==> config.mk <==
export PLATFORM = sky130hd
export DESIGN_NAME = multicycle_ctrl_flat
export DESIGN_NICKNAME = d
export VERILOG_FILES = /design/src/rtl/multicycle_ctrl_if.sv /design/src/rtl/multicycle_ctrl.sv /design/src/flat_wrapper.sv
export SDC_FILE = /design/constraint.sdc
export NUM_CORES = 1
export LEC_CHECK = 0
export BUFFER_PORTS_ARGS = -buffer_cell sky130_fd_sc_hd__buf_2
export CAP_MARGIN = 10
export CORE_MARGIN = 5
export CORE_UTILIZATION = 46
export DETAILED_ROUTE_END_ITERATION = 10
export MAX_ROUTING_LAYER = met4
export PLACE_DENSITY = 0.9
export SLEW_MARGIN = 20
export SYNTH_ARGS = -nofsm -noshare
export SYNTH_HDL_FRONTEND = slang
export SYNTH_SLANG_ARGS = --single-unit
==> constraint.sdc <==
create_clock -name clk -period 1.4 [get_ports clk]
set_clock_uncertainty 0.05 [all_clocks]
set_input_delay 0 -clock clk [delete_from_list [all_inputs] [get_ports clk]]
set_output_delay 0 -clock clk [all_outputs]
set_load 0.01 [all_outputs]
==> src/rtl/multicycle_ctrl_if.sv <==
// Control-unit <-> datapath/memory bundle.
//   master : the control FSM (drives enables/selects, samples IR, flags, mem_ready)
//   slave  : the datapath/memory side (drives IR, flags, mem_ready)
interface multicycle_ctrl_if #(
  parameter int INSTR_WIDTH  = 16,
  parameter int ALU_OP_WIDTH = 3
);
  // datapath -> control
  logic [INSTR_WIDTH-1:0]  instr;
  logic                    flag_z, flag_n, flag_c, flag_v;
  logic                    mem_ready;
  // control -> datapath
  logic                    mem_req, mem_we, mem_addr_sel;
  logic                    ir_we, pc_we;
  logic [1:0]              pc_sel;
  logic                    rf_we;
  logic [1:0]              rf_wsel;
  logic                    rf_link;
  logic                    alu_src_imm;
  logic [ALU_OP_WIDTH-1:0] alu_op;
  logic                    retire, halted, illegal;

  modport master (
    input  instr, flag_z, flag_n, flag_c, flag_v, mem_ready,
    output mem_req, mem_we, mem_addr_sel, ir_we, pc_we, pc_sel,
           rf_we, rf_wsel, rf_link, alu_src_imm, alu_op,
           retire, halted, illegal
  );

  modport slave (
    output instr, flag_z, flag_n, flag_c, flag_v, mem_ready,
    input  mem_req, mem_we, mem_addr_sel, ir_we, pc_we, pc_sel,
           rf_we, rf_wsel, rf_link, alu_src_imm, alu_op,
           retire, halted, illegal
  );
endinterface

==> src/rtl/multicycle_ctrl.sv <==
// Multi-cycle control FSM for the 16-bit CPU.
// Sequences FETCH/DECODE/EXEC/MEM/WB per instruction and decodes the
// datapath enables/selects from the current state. Memory accesses wait on
// mem_ready with no timeout. HALT and TRAP are terminal until reset.
// Ports:
//   clk    : clock
//   resetn : synchronous active-low reset (forces FETCH, clears illegal)
//   bus    : multicycle_ctrl_if.master (IR, flags, memory handshake, enables)
module multicycle_ctrl #(
  parameter int INSTR_WIDTH    = 16,
  parameter int OPC_WIDTH      = 4,
  parameter int REG_ADDR_WIDTH = 3,
  parameter int ALU_OP_WIDTH   = 3
) (
  input  logic                 clk,
  input  logic                 resetn,
  multicycle_ctrl_if.master    bus
);

  typedef enum logic [4:0] {
    S_FETCH, S_DECODE,
    S_WB_LI,
    S_EXEC_ADDI, S_WB_ADDI,
    S_EXEC_LW, S_MEM_LW, S_WB_LW,
    S_EXEC_SW, S_MEM_SW,
    S_EXEC_ALU, S_WB_ALU,
    S_EXEC_LINK, S_EXEC_JMP, S_EXEC_JPR, S_EXEC_BRH,
    S_HALT, S_TRAP
  } state_t;

  localparam logic [OPC_WIDTH-1:0] OP_LI   = OPC_WIDTH'(0);
  localparam logic [OPC_WIDTH-1:0] OP_ADDI = OPC_WIDTH'(1);
  localparam logic [OPC_WIDTH-1:0] OP_LW   = OPC_WIDTH'(2);
  localparam logic [OPC_WIDTH-1:0] OP_SW   = OPC_WIDTH'(3);
  localparam logic [OPC_WIDTH-1:0] OP_ALU  = OPC_WIDTH'(4);
  localparam logic [OPC_WIDTH-1:0] OP_JAL  = OPC_WIDTH'(5);
  localparam logic [OPC_WIDTH-1:0] OP_JMP  = OPC_WIDTH'(6);
  localparam logic [OPC_WIDTH-1:0] OP_JPR  = OPC_WIDTH'(7);
  localparam logic [OPC_WIDTH-1:0] OP_BRH  = OPC_WIDTH'(8);
  localparam logic [OPC_WIDTH-1:0] OP_HALT = {OPC_WIDTH{1'b1}};

  state_t                  state;
  logic                    illegal_q;
  logic [OPC_WIDTH-1:0]    opc;
  logic [2:0]              cond;
  logic [ALU_OP_WIDTH-1:0] func;
  logic                    taken;

  assign opc  = bus.instr[INSTR_WIDTH-1 -: OPC_WIDTH];
  assign cond = bus.instr[INSTR_WIDTH-OPC_WIDTH-1 -: 3];
  assign func = bus.instr[ALU_OP_WIDTH-1:0];

  // Remaining IR bits are operands for the datapath, not the controller.
  logic unused_ok;
  assign unused_ok = ^{bus.instr, REG_ADDR_WIDTH[0]};

  always_comb begin
    case (cond)
      3'd0:    taken = 1'b1;
      3'd1:    taken = bus.flag_z;
      3'd2:    taken = ~bus.flag_z;
      3'd3:    taken = bus.flag_n;
      3'd4:    taken = ~bus.flag_n;
      3'd5:    taken = bus.flag_c;
      3'd6:    taken = bus.flag_v;
      default: taken = 1'b0;
    endcase
  end

  always_ff @(posedge clk) begin
    if (!resetn) begin
      state     <= S_FETCH;
      illegal_q <= 1'b0;
    end else begin
      case (state)
        S_FETCH:     if (bus.mem_ready) state <= S_DECODE;
        S_DECODE: begin
          case (opc)
            OP_LI:   state <= S_WB_LI;
            OP_ADDI: state <= S_EXEC_ADDI;
            OP_LW:   state <= S_EXEC_LW;
            OP_SW:   state <= S_EXEC_SW;
            OP_ALU:  state <= S_EXEC_ALU;
            OP_JAL:  state <= S_EXEC_LINK;
            OP_JMP:  state <= S_EXEC_JMP;
            OP_JPR:  state <= S_EXEC_JPR;
            OP_BRH:  state <= S_EXEC_BRH;
            OP_HALT: state <= S_HALT;
            default: begin
              state     <= S_TRAP;
              illegal_q <= 1'b1;
            end
          endcase
        end
        S_EXEC_ADDI: state <= S_WB_ADDI;
        S_EXEC_LW:   state <= S_MEM_LW;
        S_MEM_LW:    if (bus.mem_ready) state <= S_WB_LW;
        S_EXEC_SW:   state <= S_MEM_SW;
        S_MEM_SW:    if (bus.mem_ready) state <= S_FETCH;
        S_EXEC_ALU:  state <= S_WB_ALU;
        S_EXEC_LINK: state <= S_EXEC_JMP;
        S_HALT:      state <= S_HALT;
        S_TRAP:      state <= S_TRAP;
        default:     state <= S_FETCH;  // WB_*, JMP, JPR, BRH all retire here
      endcase
    end
  end

  // Outputs decode the current state; the few that depend on mem_ready,
  // flags or the opcode are qualified combinationally within that state.
  // Everything is forced low while resetn is asserted.
  always_comb begin
    bus.mem_req      = 1'b0;
    bus.mem_we       = 1'b0;
    bus.mem_addr_sel = 1'b0;
    bus.ir_we        = 1'b0;
    bus.pc_we        = 1'b0;
    bus.pc_sel       = 2'd0;
    bus.rf_we        = 1'b0;
    bus.rf_wsel      = 2'd0;
    bus.rf_link      = 1'b0;
    bus.alu_src_imm  = 1'b0;
    bus.alu_op       = '0;
    bus.retire       = 1'b0;
    bus.halted       = 1'b0;
    bus.illegal      = resetn & illegal_q;
    if (resetn) begin
      case (state)
        S_FETCH: begin
          bus.mem_req = 1'b1;
          bus.ir_we   = bus.mem_ready;
          bus.pc_we   = bus.mem_ready;
        end
        S_DECODE:    bus.retire = (opc == OP_HALT);
        S_WB_LI: begin
          bus.rf_we   = 1'b1;
          bus.rf_wsel = 2'd2;
          bus.retire  = 1'b1;
        end
        S_EXEC_ADDI, S_EXEC_LW, S_EXEC_SW: bus.alu_src_imm = 1'b1;
        S_WB_ADDI: begin
          bus.rf_we       = 1'b1;
          bus.alu_src_imm = 1'b1;
          bus.retire      = 1'b1;
        end
        S_MEM_LW: begin
          bus.mem_req      = 1'b1;
          bus.mem_addr_sel = 1'b1;
        end
        S_WB_LW: begin
          bus.rf_we   = 1'b1;
          bus.rf_wsel = 2'd1;
          bus.retire  = 1'b1;
        end
        S_MEM_SW: begin
          bus.mem_req      = 1'b1;
          bus.mem_we       = 1'b1;
          bus.mem_addr_sel = 1'b1;
          bus.retire       = bus.mem_ready;
        end
        S_EXEC_ALU:  bus.alu_op = func;
        S_WB_ALU: begin
          bus.rf_we  = 1'b1;
          bus.alu_op = func;
          bus.retire = 1'b1;
        end
        S_EXEC_LINK: begin
          bus.rf_we   = 1'b1;
          bus.rf_wsel = 2'd3;
          bus.rf_link = 1'b1;
        end
        S_EXEC_JMP: begin
          bus.pc_we  = 1'b1;
          bus.pc_sel = 2'd1;
          bus.retire = 1'b1;
        end
        S_EXEC_JPR: begin
          bus.pc_we  = 1'b1;
          bus.pc_sel = 2'd2;
          bus.retire = 1'b1;
        end
        S_EXEC_BRH: begin
          bus.pc_we  = taken;
          bus.pc_sel = taken ? 2'd1 : 2'd0;
          bus.retire = 1'b1;
        end
        S_HALT, S_TRAP: bus.halted = 1'b1;
        default: ;
      endcase
    end
  end

endmodule

==> src/flat_wrapper.sv <==
// flat-port wrapper written by rule: the top's interface ports become plain ports
module multicycle_ctrl_flat 
#(
  parameter int INSTR_WIDTH    = 16,
  parameter int OPC_WIDTH      = 4,
  parameter int REG_ADDR_WIDTH = 3,
  parameter int ALU_OP_WIDTH   = 3
)
  (clk, resetn, bus_instr, bus_flag_z, bus_flag_n, bus_flag_c, bus_flag_v, bus_mem_ready, bus_mem_req, bus_mem_we, bus_mem_addr_sel, bus_ir_we, bus_pc_we, bus_pc_sel, bus_rf_we, bus_rf_wsel, bus_rf_link, bus_alu_src_imm, bus_alu_op, bus_retire, bus_halted, bus_illegal);
  multicycle_ctrl_if #(.INSTR_WIDTH(INSTR_WIDTH), .ALU_OP_WIDTH(ALU_OP_WIDTH)) bus_i ();
  input  logic clk;
  input  logic resetn;
  input wire logic [$bits(bus_i.instr)-1:0] bus_instr;
  input wire logic [$bits(bus_i.flag_z)-1:0] bus_flag_z;
  input wire logic [$bits(bus_i.flag_n)-1:0] bus_flag_n;
  input wire logic [$bits(bus_i.flag_c)-1:0] bus_flag_c;
  input wire logic [$bits(bus_i.flag_v)-1:0] bus_flag_v;
  input wire logic [$bits(bus_i.mem_ready)-1:0] bus_mem_ready;
  output wire logic [$bits(bus_i.mem_req)-1:0] bus_mem_req;
  output wire logic [$bits(bus_i.mem_we)-1:0] bus_mem_we;
  output wire logic [$bits(bus_i.mem_addr_sel)-1:0] bus_mem_addr_sel;
  output wire logic [$bits(bus_i.ir_we)-1:0] bus_ir_we;
  output wire logic [$bits(bus_i.pc_we)-1:0] bus_pc_we;
  output wire logic [$bits(bus_i.pc_sel)-1:0] bus_pc_sel;
  output wire logic [$bits(bus_i.rf_we)-1:0] bus_rf_we;
  output wire logic [$bits(bus_i.rf_wsel)-1:0] bus_rf_wsel;
  output wire logic [$bits(bus_i.rf_link)-1:0] bus_rf_link;
  output wire logic [$bits(bus_i.alu_src_imm)-1:0] bus_alu_src_imm;
  output wire logic [$bits(bus_i.alu_op)-1:0] bus_alu_op;
  output wire logic [$bits(bus_i.retire)-1:0] bus_retire;
  output wire logic [$bits(bus_i.halted)-1:0] bus_halted;
  output wire logic [$bits(bus_i.illegal)-1:0] bus_illegal;
  assign bus_i.instr = bus_instr;
  assign bus_i.flag_z = bus_flag_z;
  assign bus_i.flag_n = bus_flag_n;
  assign bus_i.flag_c = bus_flag_c;
  assign bus_i.flag_v = bus_flag_v;
  assign bus_i.mem_ready = bus_mem_ready;
  assign bus_mem_req = bus_i.mem_req;
  assign bus_mem_we = bus_i.mem_we;
  assign bus_mem_addr_sel = bus_i.mem_addr_sel;
  assign bus_ir_we = bus_i.ir_we;
  assign bus_pc_we = bus_i.pc_we;
  assign bus_pc_sel = bus_i.pc_sel;
  assign bus_rf_we = bus_i.rf_we;
  assign bus_rf_wsel = bus_i.rf_wsel;
  assign bus_rf_link = bus_i.rf_link;
  assign bus_alu_src_imm = bus_i.alu_src_imm;
  assign bus_alu_op = bus_i.alu_op;
  assign bus_retire = bus_i.retire;
  assign bus_halted = bus_i.halted;
  assign bus_illegal = bus_i.illegal;
  multicycle_ctrl #(.INSTR_WIDTH(INSTR_WIDTH), .OPC_WIDTH(OPC_WIDTH), .REG_ADDR_WIDTH(REG_ADDR_WIDTH), .ALU_OP_WIDTH(ALU_OP_WIDTH)) u_core (.clk(clk), .resetn(resetn), .bus(bus_i));
endmodule
## Word-level counts from Yosys, hierarchy flattened

Index checks and enable logic that the tools add are counted.

- Register bits: 6
- Output and inout port bits: 18

- Equal/unequal tests: 35
- Multiplexer cells: 33
- Bitwise logic cells: 4
- Reductions and logical operators: 14

Operator list:

| cell | number |
|---|---|
| 5-bit one-hot mux with 11 select lines | 1 |
| 5-bit one-hot mux with 10 select lines | 1 |
| 5-bit by 4-bit equality test with 1-bit output, second input constant | 8 |
| 5-bit by 3-bit equality test with 1-bit output, second input constant | 4 |
| 1-bit two-way mux | 19 |
| 4-bit by 3-bit equality test with 1-bit output, second input constant | 4 |
| 5-bit two-way mux | 3 |
| 2-bit one-hot mux with 3 select lines | 2 |
| 5-bit by 2-bit equality test with 1-bit output, second input constant | 2 |
| 5-bit equality test, second input constant | 2 |
| 10-bit OR reduction | 1 |
| 3-bit equality test, second input constant | 3 |
| 4-bit by 2-bit equality test with 1-bit output, second input constant | 2 |
| 4-bit equality test, second input constant | 2 |
| 2-bit OR reduction | 4 |
| 1-bit one-hot mux with 7 select lines | 1 |
| 7-bit OR reduction | 1 |
| 3-bit by 2-bit equality test with 1-bit output, second input constant | 2 |
| 3-bit two-way mux | 2 |
| 2-bit != test, second input constant | 3 |
| 1-bit one-hot mux with 3 select lines | 2 |
| 5-bit by 1-bit equality test with 1-bit output, second input constant | 1 |
| 5-bit zero test | 1 |
| 5-bit OR reduction | 1 |
| 11 further kinds | 14 |

## Depth between registers and ports, before layout

Gate-level depths: netlist (run 1).

- Depth in word-level cells: 5
- Depth in mapped cells: 6
- Depth with buffers taken out: 4

## Worst setup path after synthesis (run 1)

OpenSTA, ideal clock, no wires.

- Kind: register to output
- Start: register u_core.state[2]
- End: output bus_retire
- Data arrival time: 1235 ps
- Path slack: 115 ps
- Cell stages (with the launch flop): 5
- Buffers on the path: 1
- Cells stage by stage: dfxtp_1 -> buf_4 -> nor4bb_2 -> or4_1 -> o21ai_1

- Longest elaborated chain between the ends: 4

RTL lines:

| item | RTL line | RTL |
|---|---|---|
| start, declared | multicycle_ctrl.sv:42 | `state_t state;` |
| start signal, assigned | multicycle_ctrl.sv:72 | `state <= S_FETCH;` |
| start signal, assigned | multicycle_ctrl.sv:76 | `S_FETCH: if (bus.mem_ready) state <= S_DECODE;` |
| start signal, assigned | multicycle_ctrl.sv:79 | `OP_LI: state <= S_WB_LI;` |
| 5-bit by 2-bit equality test with 1-bit output, or another cell as far along | multicycle_ctrl.sv:128 | `case (state)` |
| 7-bit OR reduction (no source line) | n/a |  |
| 1-bit one-hot mux with 3 select lines (*) | multicycle_ctrl.sv:128 |  |
| 1-bit two-way mux (*) | multicycle_ctrl.sv:127 | `if (resetn) begin` |
| end, declared | flat_wrapper.sv:30 | `output wire logic [$bits(bus_i.retire)-1:0] bus_retire;` |

Mark *: on every way between the ends. The rest lies on a longest branch, timed or not.

## Final worst setup path (run 1)

- Start: register u_core.state[0]
- End: output bus_alu_src_imm

- Longest elaborated chain between the ends: 4

RTL lines:

| item | RTL line | RTL |
|---|---|---|
| 5-bit by 2-bit equality test with 1-bit output, or another cell as far along | multicycle_ctrl.sv:128 |  |
| 4-bit OR reduction (no source line) (*) | n/a |  |
| 1-bit two-way mux (*) | multicycle_ctrl.sv:128 |  |
| 1-bit two-way mux (*) | multicycle_ctrl.sv:127 |  |
| end, declared | flat_wrapper.sv:28 | `output wire logic [$bits(bus_i.alu_src_imm)-1:0] bus_alu_src_imm;` |

Marks and branches as above.

==> results.cfg, run 1 <==
[synthesis]
yosys-top-cells-area = dfxtp_1 14%, a21oi_1 8.7%, nor2_1 7.0%
synth_nets = 152
ys_ff_latch = 6
synth_ff_type = dfxtp_1
yosysTopAreaCell = dfxtp_1
synth_area_per_cell_um2 = 6.65
synthTopCellsByCount = 16 x nor2_1, 15 x a21oi_1, 8 x nor3_1, 7 x nand2_1
yosysWarningCount = 0
synthArstFlopShare_pct = 0
netlist-cell-type-count = 42
netlist_area_um2 = 858
ys_seq_area_share_pct = 14.0
synth_top_area_share_pct = 14.0
syn_inst = 129
synth.most_common_cell = nor2_1
synth_edf_count = 0

[run_status]
violations = negative setup slack
outcome = finished, violations left

[finish]
multi_input_area_um2 = 791
seqCellArea_um2 = 139
fillers = 94
nNetsFinal = 206
final_cells = 206
final_util_pct = 85.4
area_growth_pct = 73.6
drive_gt1_share_pct = 54.7
num_antenna_cells = 0

[sta]
fin_crit_sh_pct = 119
timing.fmax_ghz = 0.601
tightest_slew_ps = 392
fin_crit_ps = 1660
layout_setup_ws_ps = -264
finalSetupViolations = 19
slew_headroom_pct = 73.8
slew_viol_final = 0
rsz0062_at_grt = true
hold_viol = 0

[floorplan]
die_h_um = 53.2
core_mm2 = 0.00175
fp-row-count = 15
dieArea_mm2 = 0.00283
start_util_pct = 49.2
ios = 41
die_w_um = 53.2

[detailed_routing]
drt_iter0_markers = 62
drt-pass1-iter-count = 4
num_vias = 1312
ant_nets = 0
viasPerCell = 6.37
routed_wl_um = 3990
drt-wirelength-per-cell_um = 19.4
drcViolationCount = 0

[setup_path]
worst_setup_path_end_kind = output pin
cp.required_ps = 1350
crit_arrival_ps = 1610
crit_type = flop to output pin
cp_max_fo = 9
start_kind = flop

[hold_path]
min_path_type = input pin to flop

[global_route]
grt_overflow = 0
first_global_vias = 1141
grt_pass1_wl_um = 5210
grt_use_total_pct = 25.3
antenna_found_initial = 0
grt_max_degree = 13

[clocking]
cts_tree = yes
cts_buffer_depth = 2
clk_pin_slew_ps = 60
clock-root-buffer = clkbuf_4
clk-insertion-delay-late_ps = 270
cts.sinks = 6
htree_levels = 1
cts_made_buffers = 3

[placement]
port_buffers = 34
globalplace.congestion = 0.953
place_ws_ps = -29.4
dp_hpwl_um = 2120
dp.cells = 195

[flow_run]
cap_violations = 0

[power_and_ir_drop]
p_leak_nw = 0.637
power_density_mw_per_mm2 = 1440
ir_drop_uv = 1040
[through the flow]
stage	power [W]	instance area (um^2)	hold slack, ps	TNS (ps)
2_1_floorplan	0.000974	858	63.9	0
3_3_place_gp	0.00131	1120	235	0
6_report	0.00215	1490	13.3	-2450
4_1_cts	0.00173	1290	-1.18	-1670
3_5_place_dp	0.00133	1120	243	-40.9
5_1_grt	0.00224	1490	14.9	-3350
[layer usage]
metal,vias to the layer above,track usage [%],share of wire (%)
li1,586,-,-
met1,613,31.5,40
met2,93,42.8,47
met3,20,2.82,7.4
met4,0,8.09,4.7
met5,-,-,0
[layout make-up]
class / instances / share of cell area (%)
inverter: 5 / 1.76
tap: 25 / 2.10
multi-input combinational: 108 / 53.1
timing repair buffer: 59 / 32.2
sequential: 6 / 9.32
clock buffer: 3 / 1.51
[sequential cells by signal, indices dropped and copies added, names as in the netlist]
register and cells:
u_core.illegal_q 1, u_core.state 5
[cell usage in the layout (no fill, tap or decap), drive strengths merged, types with 2 or more instances in the layout]
cell type and instances:
o21ai 8, inv 5, buf 57, nor2 17
nor3 8, a21boi 2, nand2b 4, a211o 2
a31oi 2, clkbuf 4, dfxtp 6, and2 3
mux2i 2, or3 2, and3 5, nand4 2
a21oi 15, nand3b 3, o221ai 2, nand2 8
nand3 5, nor2b 3
[cell families (layout without fill, tap and decap cells)]
kind of cell | after synthesis | in the layout | synth area share, %
AOI/OAI and AO/OA | 39 | 39 | 29.4
adders and majority gates | 1 | 1 | 1.17
buffers and inverters | 15 | 67 | 11.1
DFF | 6 | 6 | 14.0
xor gates and xnor gates | 1 | 1 | 1.02
muxes | 2 | 2 | 2.33
and+or+nand+nor | 65 | 65 | 41.0
[what timing repair did]
item / CTS / global route
resized for setup: 28 / 35
pin swaps: 4 / 17
setup buffers: 2 / 4
endpoints found under the setup margin: 20 / 21
cloned: 1 / 1
hold endpoints to repair: 1 / 0
[final timing paths]
path | to | cells after the start | start | slack (ps)
setup / recovery | bus_alu_src_imm | 6 | u_core.state[0] | -260
setup reg to reg | u_core.state[3] | 5 | u_core.state[1] | -100
hold / removal | u_core.state[4] | 3 | resetn | 10
hold reg to reg | u_core.illegal_q | 2 | u_core.illegal_q | 420
[worst max-delay path, cell delays in order, from the launching register on]
cell	delay (ps)
dfxtp_4	370
buf_8	150
or2_4	270
o21ai_2	150
a21oi_1	100
nor2_1	150
buf_2	160
[power breakdown]
| group | leakage, nW | internal [W] | switching [W] | total (W) |
|---|---|---|---|---|
| logic | 0.571 | 0.000812 | 0.000829 | 0.00164 |
| clock network | 0.0138 | 0.0000988 | 0.0000886 | 0.000187 |
| registers | 0.0526 | 0.000234 | 0.0000857 | 0.000319 |
No activity file was read; power rests on OpenSTA's default activity.
==> run 2: changes to the inputs <==
--- a/config.mk
+++ b/config.mk
@@ -7,7 +7,6 @@
 export LEC_CHECK = 0
 export BUFFER_PORTS_ARGS = -buffer_cell sky130_fd_sc_hd__buf_2
 export CAP_MARGIN = 10
-export CORE_MARGIN = 5
 export CORE_UTILIZATION = 46
 export DETAILED_ROUTE_END_ITERATION = 10
 export MAX_ROUTING_LAYER = met4
==> results.cfg, run 2 (synthesis gave the netlist of run 1 again) <==
[run_status]
outcome = finished, violations left
violations = negative setup slack

[finish]
final_cells = 205
area_growth_pct = 67.6
regMostFlops = u_core.state
largest_reg_flops = 5
nNetsFinal = 205
drive_gt1_share_pct = 51.1
final_cell_mix = 34 x buf_2, 17 x buf_4, 14 x nor2_1
final_common_cell = buf_2
reg_top3 = u_core.state: 5 flops, u_core.illegal_q: 1 flops
num_antenna_cells = 0

[sta]
tightest_slew_ps = 385
layout_setup_ws_ps = -290
hold_viol = 0
slew_viol_final = 0
rsz0062_at_grt = true
finalSetupViolations = 18
timing.fmax_ghz = 0.592
slew_headroom_pct = 74.3
setup_tns_ps = -2580
fin_crit_sh_pct = 121
fin_crit_ps = 1690

[global_route]
first_global_vias = 1088
grt_pass1_wl_um = 4780
grt_max_degree = 12
antenna_found_initial = 0
grt_overflow = 0
grt_use_total_pct = 32.3

[power_and_ir_drop]
internal-power_w = 0.00106
swShare_pct = 48.2
power_density_mw_per_mm2 = 1420
ir_drop_uv = 764
p_switching_w = 0.000984
sequentialPowerShare_pct = 16.8
p_comb_share_pct = 75.2
p_clk_share_pct = 8.0
p_leak_nw = 0.641
p_total_w = 0.00204

[setup_path]
cp.required_ps = 1350
worst-path-buf-inv = 2
crit_family = simple AND/OR/NAND/NOR gates
worst_setup_path_end_kind = output pin
r2r_slack_ps = -170
cpPeakStageDelay_ps = 430
cp_max_fo = 6
crit_arrival_ps = 1640
path_cells = buf_12 -> xnor2_4 -> a21oi_2 -> or4_1 -> o21ai_1 -> buf_2
start_kind = flop
crit_type = flop to output pin
crit_path_top_delay_cell = or4_1

[placement]
port_buffers = 34
globalplace.congestion = 0.918
dp_hpwl_um = 2010
place_ws_ps = -33.8
dp.cells = 191

[detailed_routing]
drt-wirelength-per-cell_um = 18.7
viasPerCell = 6.46
num_vias = 1325
drt_iter0_markers = 99
ant_nets = 0
drcViolationCount = 0
drt-pass1-iter-count = 5
routed_wl_um = 3830

[floorplan]
die_h_um = 45.2
die_w_um = 45.2
core_mm2 = 0.00175
ios = 41
start_util_pct = 49.2
fp-row-count = 15
dieArea_mm2 = 0.00204

[hold_path]
min_path_type = input pin to flop

[clocking]
clk_pin_slew_ps = 50
clk-insertion-delay-late_ps = 240
clock-root-buffer = clkbuf_4
cts_made_buffers = 3
cts_tree = yes
cts_buffer_depth = 2
cts.sinks = 6
htree_levels = 1

[flow_run]
cap_violations = 0
## run 2: final cells by class
class | count | area [um^2]
multi-input combinational | 108 | 793
timing repair buffer | 58 | 433
fill | 97 | 307
sequential | 6 | 135
tap | 25 | 31.3
inverter | 5 | 23.8
clock buffer | 3 | 22.5
## run 2: metal layers
| metal | up-vias | track usage [%] | part of all wire, % |
|---|---|---|---|
| met5 | - | - | 0 |
| met4 | 0 | 12.1 | 2.7 |
| met3 | 16 | 6.00 | 11 |
| met2 | 124 | 51.3 | 48 |
| met1 | 600 | 40.4 | 38 |
| li1 | 585 | - | - |
## run 2: timing repair
action                                  CTS  global route
endpoints found under the hold margin     1             0
endpoints found under the setup margin   18            18
resized for setup                        21            26
pin swaps                                 4            16
cloned                                    1             1
buffers inserted                          2             7
## run 2: power groups by stage
stage               logic (W)  clock network, W  registers, W
floorplan            0.000717                 0      0.000257
global placement     0.000986                 0      0.000283
detailed placement    0.00101                 0      0.000286
CTS                   0.00119          0.000159      0.000335
global route          0.00160          0.000170      0.000343
finish                0.00154          0.000162      0.000344
## run 2: final timing paths
kind / from / end / depth (start not counted)
setup / recovery: u_core.state[3] / bus_retire / 6
hold reg to reg: u_core.illegal_q / u_core.illegal_q / 2
setup reg to reg: u_core.state[3] / u_core.state[0] / 7
hold / removal: resetn / u_core.state[0] / 2
## run 2: per-stage QoR
| stage | hold slack, ps | cell area, um^2 | util, % |
|---|---|---|---|
| after detailed placement | 244 | 1090 | 62.7 |
| after CTS | -13.0 | 1250 | 71.5 |
| after global routing | 29.1 | 1440 | 82.4 |
| final | 30.5 | 1440 | 82.4 |
| after global placement | 233 | 1090 | 62.7 |
| after floorplan | 63.9 | 858 | - |
==> run 3: changes to the inputs <==
--- a/config.mk
+++ b/config.mk
@@ -7,10 +7,11 @@
 export LEC_CHECK = 0
 export BUFFER_PORTS_ARGS = -buffer_cell sky130_fd_sc_hd__buf_2
 export CAP_MARGIN = 10
-export CORE_UTILIZATION = 46
+export CORE_UTILIZATION = 48
+export CTS_BUF_LIST = sky130_fd_sc_hd__clkbuf_8
 export DETAILED_ROUTE_END_ITERATION = 10
 export MAX_ROUTING_LAYER = met4
-export PLACE_DENSITY = 0.9
+export PLACE_DENSITY = 0.92
 export SLEW_MARGIN = 20
 export SYNTH_ARGS = -nofsm -noshare
 export SYNTH_HDL_FRONTEND = slang
==> results.cfg, run 3 (synthesis gave the netlist of run 1 again) <==
[detailed_routing]
drt-pass1-iter-count = 5
drcViolationCount = 0
drt-wirelength-per-cell_um = 20.5
viasPerCell = 6.86
highest_layer = met4
num_vias = 1378
ant_nets = 0
wl_met2_um = 1830
wl_met3_um = 513
routedLengthMet1_um = 1430
routed_wl_um = 4130
drt_iter0_markers = 112

[setup_path]
crit_arrival_ps = 1570
worst_setup_path_end_kind = output pin
path_cells = buf_6 -> buf_4 -> nand3b_1 -> a311oi_1 -> buf_2
cpPeakStageDelay_ps = 370
r2r_slack_ps = -40
crit_type = flop to output pin
cp.required_ps = 1350
rr_startpoint = u_core.state[0]
worstReg2RegEnd = u_core.state[0]
start_kind = flop
critPathLaunch = u_core.state[1]
r2r_cells = 5
crit_path_top_delay_cell = dfxtp_4
cp_max_fo = 8

[hold_path]
hold_depth = 2
worstHoldStart = resetn
min_path_type = input pin to flop
min_to = u_core.state[0]

[finish]
seqCellArea_um2 = 136
nNetsFinal = 202
final_cell_mix = 33 x buf_2, 15 x a21oi_1, 13 x nor2_1, 13 x buf_4, 9 x buf_6
reg_top3 = u_core.state: 5 flops, u_core.illegal_q: 1 flops
regMostFlops = u_core.state
fillers = 85
largest_reg_flops = 5
drive_gt1_share_pct = 49.7
area_growth_pct = 57.7
num_antenna_cells = 0
multi_input_area_um2 = 758
final_common_cell = buf_2

[placement]
place_ws_ps = -42.8
port_buffers = 34
dp_hpwl_um = 2110
globalplace.congestion = 0.876

[sta]
layout_setup_ws_ps = -221
fin_crit_ps = 1620
timing.fmax_ghz = 0.617
slew_viol_final = 0
setup_tns_ps = -1550
rsz0062_at_grt = true
tightest_slew_ps = 376
fin_crit_sh_pct = 116
hold_viol = 0
slew_headroom_pct = 74.7
finalSetupViolations = 16

[clocking]
cts_made_buffers = 3
clk_pin_slew_ps = 40
cts_tree = yes
cts_buffer_depth = 2
clock-root-buffer = clkbuf_8
cts.sinks = 6
clk-insertion-delay-late_ps = 230
htree_levels = 1

[run_status]
violations = negative setup slack
outcome = finished, violations left

[floorplan]
core_mm2 = 0.00159
ios = 41
die_w_um = 44.3
die_h_um = 44.3
fp-row-count = 14
dieArea_mm2 = 0.00196
start_util_pct = 53.8

[power_and_ir_drop]
ir_drop_uv = 952
power_density_mw_per_mm2 = 1530
p_leak_nw = 0.598

[global_route]
grt_pass1_wl_um = 5650
first_global_vias = 1174
grt_overflow = 0
grt_use_total_pct = 40.7
grt_max_degree = 10
antenna_found_initial = 0

[flow_run]
cap_violations = 0
## run 3: cell types whose count changed in the layout (fill, tap and decap cells not counted), sizes merged
cell    before  now
bufbuf       1    0
buf         56   55
clkbuf       4    3
## run 3: worst max-delay path by stage
stage / endpoint / slack, ps / depth (start not counted)
floorplan: bus_retire / 120 / 4
detailed placement: u_core.state[0] / -40 / 5
global placement: u_core.state[0] / -20 / 5
global route: bus_pc_we / -210 / 6
finish: bus_rf_we / -220 / 5
CTS: bus_retire / -110 / 4
## run 3: power breakdown
part,leakage [nW],switching [W],internal [W]
combinational,0.525,0.000793,0.000694
sequential,0.0523,0.0000869,0.000234
clock,0.0216,0.0000802,0.000185
total,0.598,0.000960,0.00111
## run 3: per-layer routing
layer,track usage (%),vias to the layer above
li1,-,575
met1,45.6,615
met2,67.1,148
met3,9.80,40
met4,20.6,0
met5,-,-
## run 3: what timing repair did
| action | in CTS | in global routing |
|---|---|---|
| hold buffers | 0 | 0 |
| setup buffers | 6 | 1 |
| setup endpoints to repair | 18 | 21 |
| pin swaps | 4 | 11 |
| resized for setup | 26 | 20 |
## run 3: area by class of cell
| cell class | instances | area share (%) |
|---|---|---|
| clock buffers | 3 | 3.05 |
| repair buffers | 55 | 26.9 |
| multi-input cells | 108 | 56.0 |
| well taps | 24 | 2.22 |
| inverters | 5 | 1.76 |
| flip-flops and latches | 6 | 10.1 |
## run 3: critical path: cells and delay by family (launching register included)
kind	cells	cell delay, ps
and+or+nand+nor	1	170
AOI/OAI and AO/OA	1	340
buffers and inverters	3	460
DFF	1	370
## run 3: per-stage QoR
stage	total power [W]	instance area [um^2]	util, %	hold WS (ps)	std cells
floorplan	0.000974	858	-	63.9	129
global placement	0.00127	1090	68.2	232	191
detailed placement	0.00130	1090	68.2	240	191
CTS	0.00179	1260	79.1	26.6	200
global route	0.00213	1350	84.9	60.7	201
finish	0.00207	1350	84.9	49.3	201
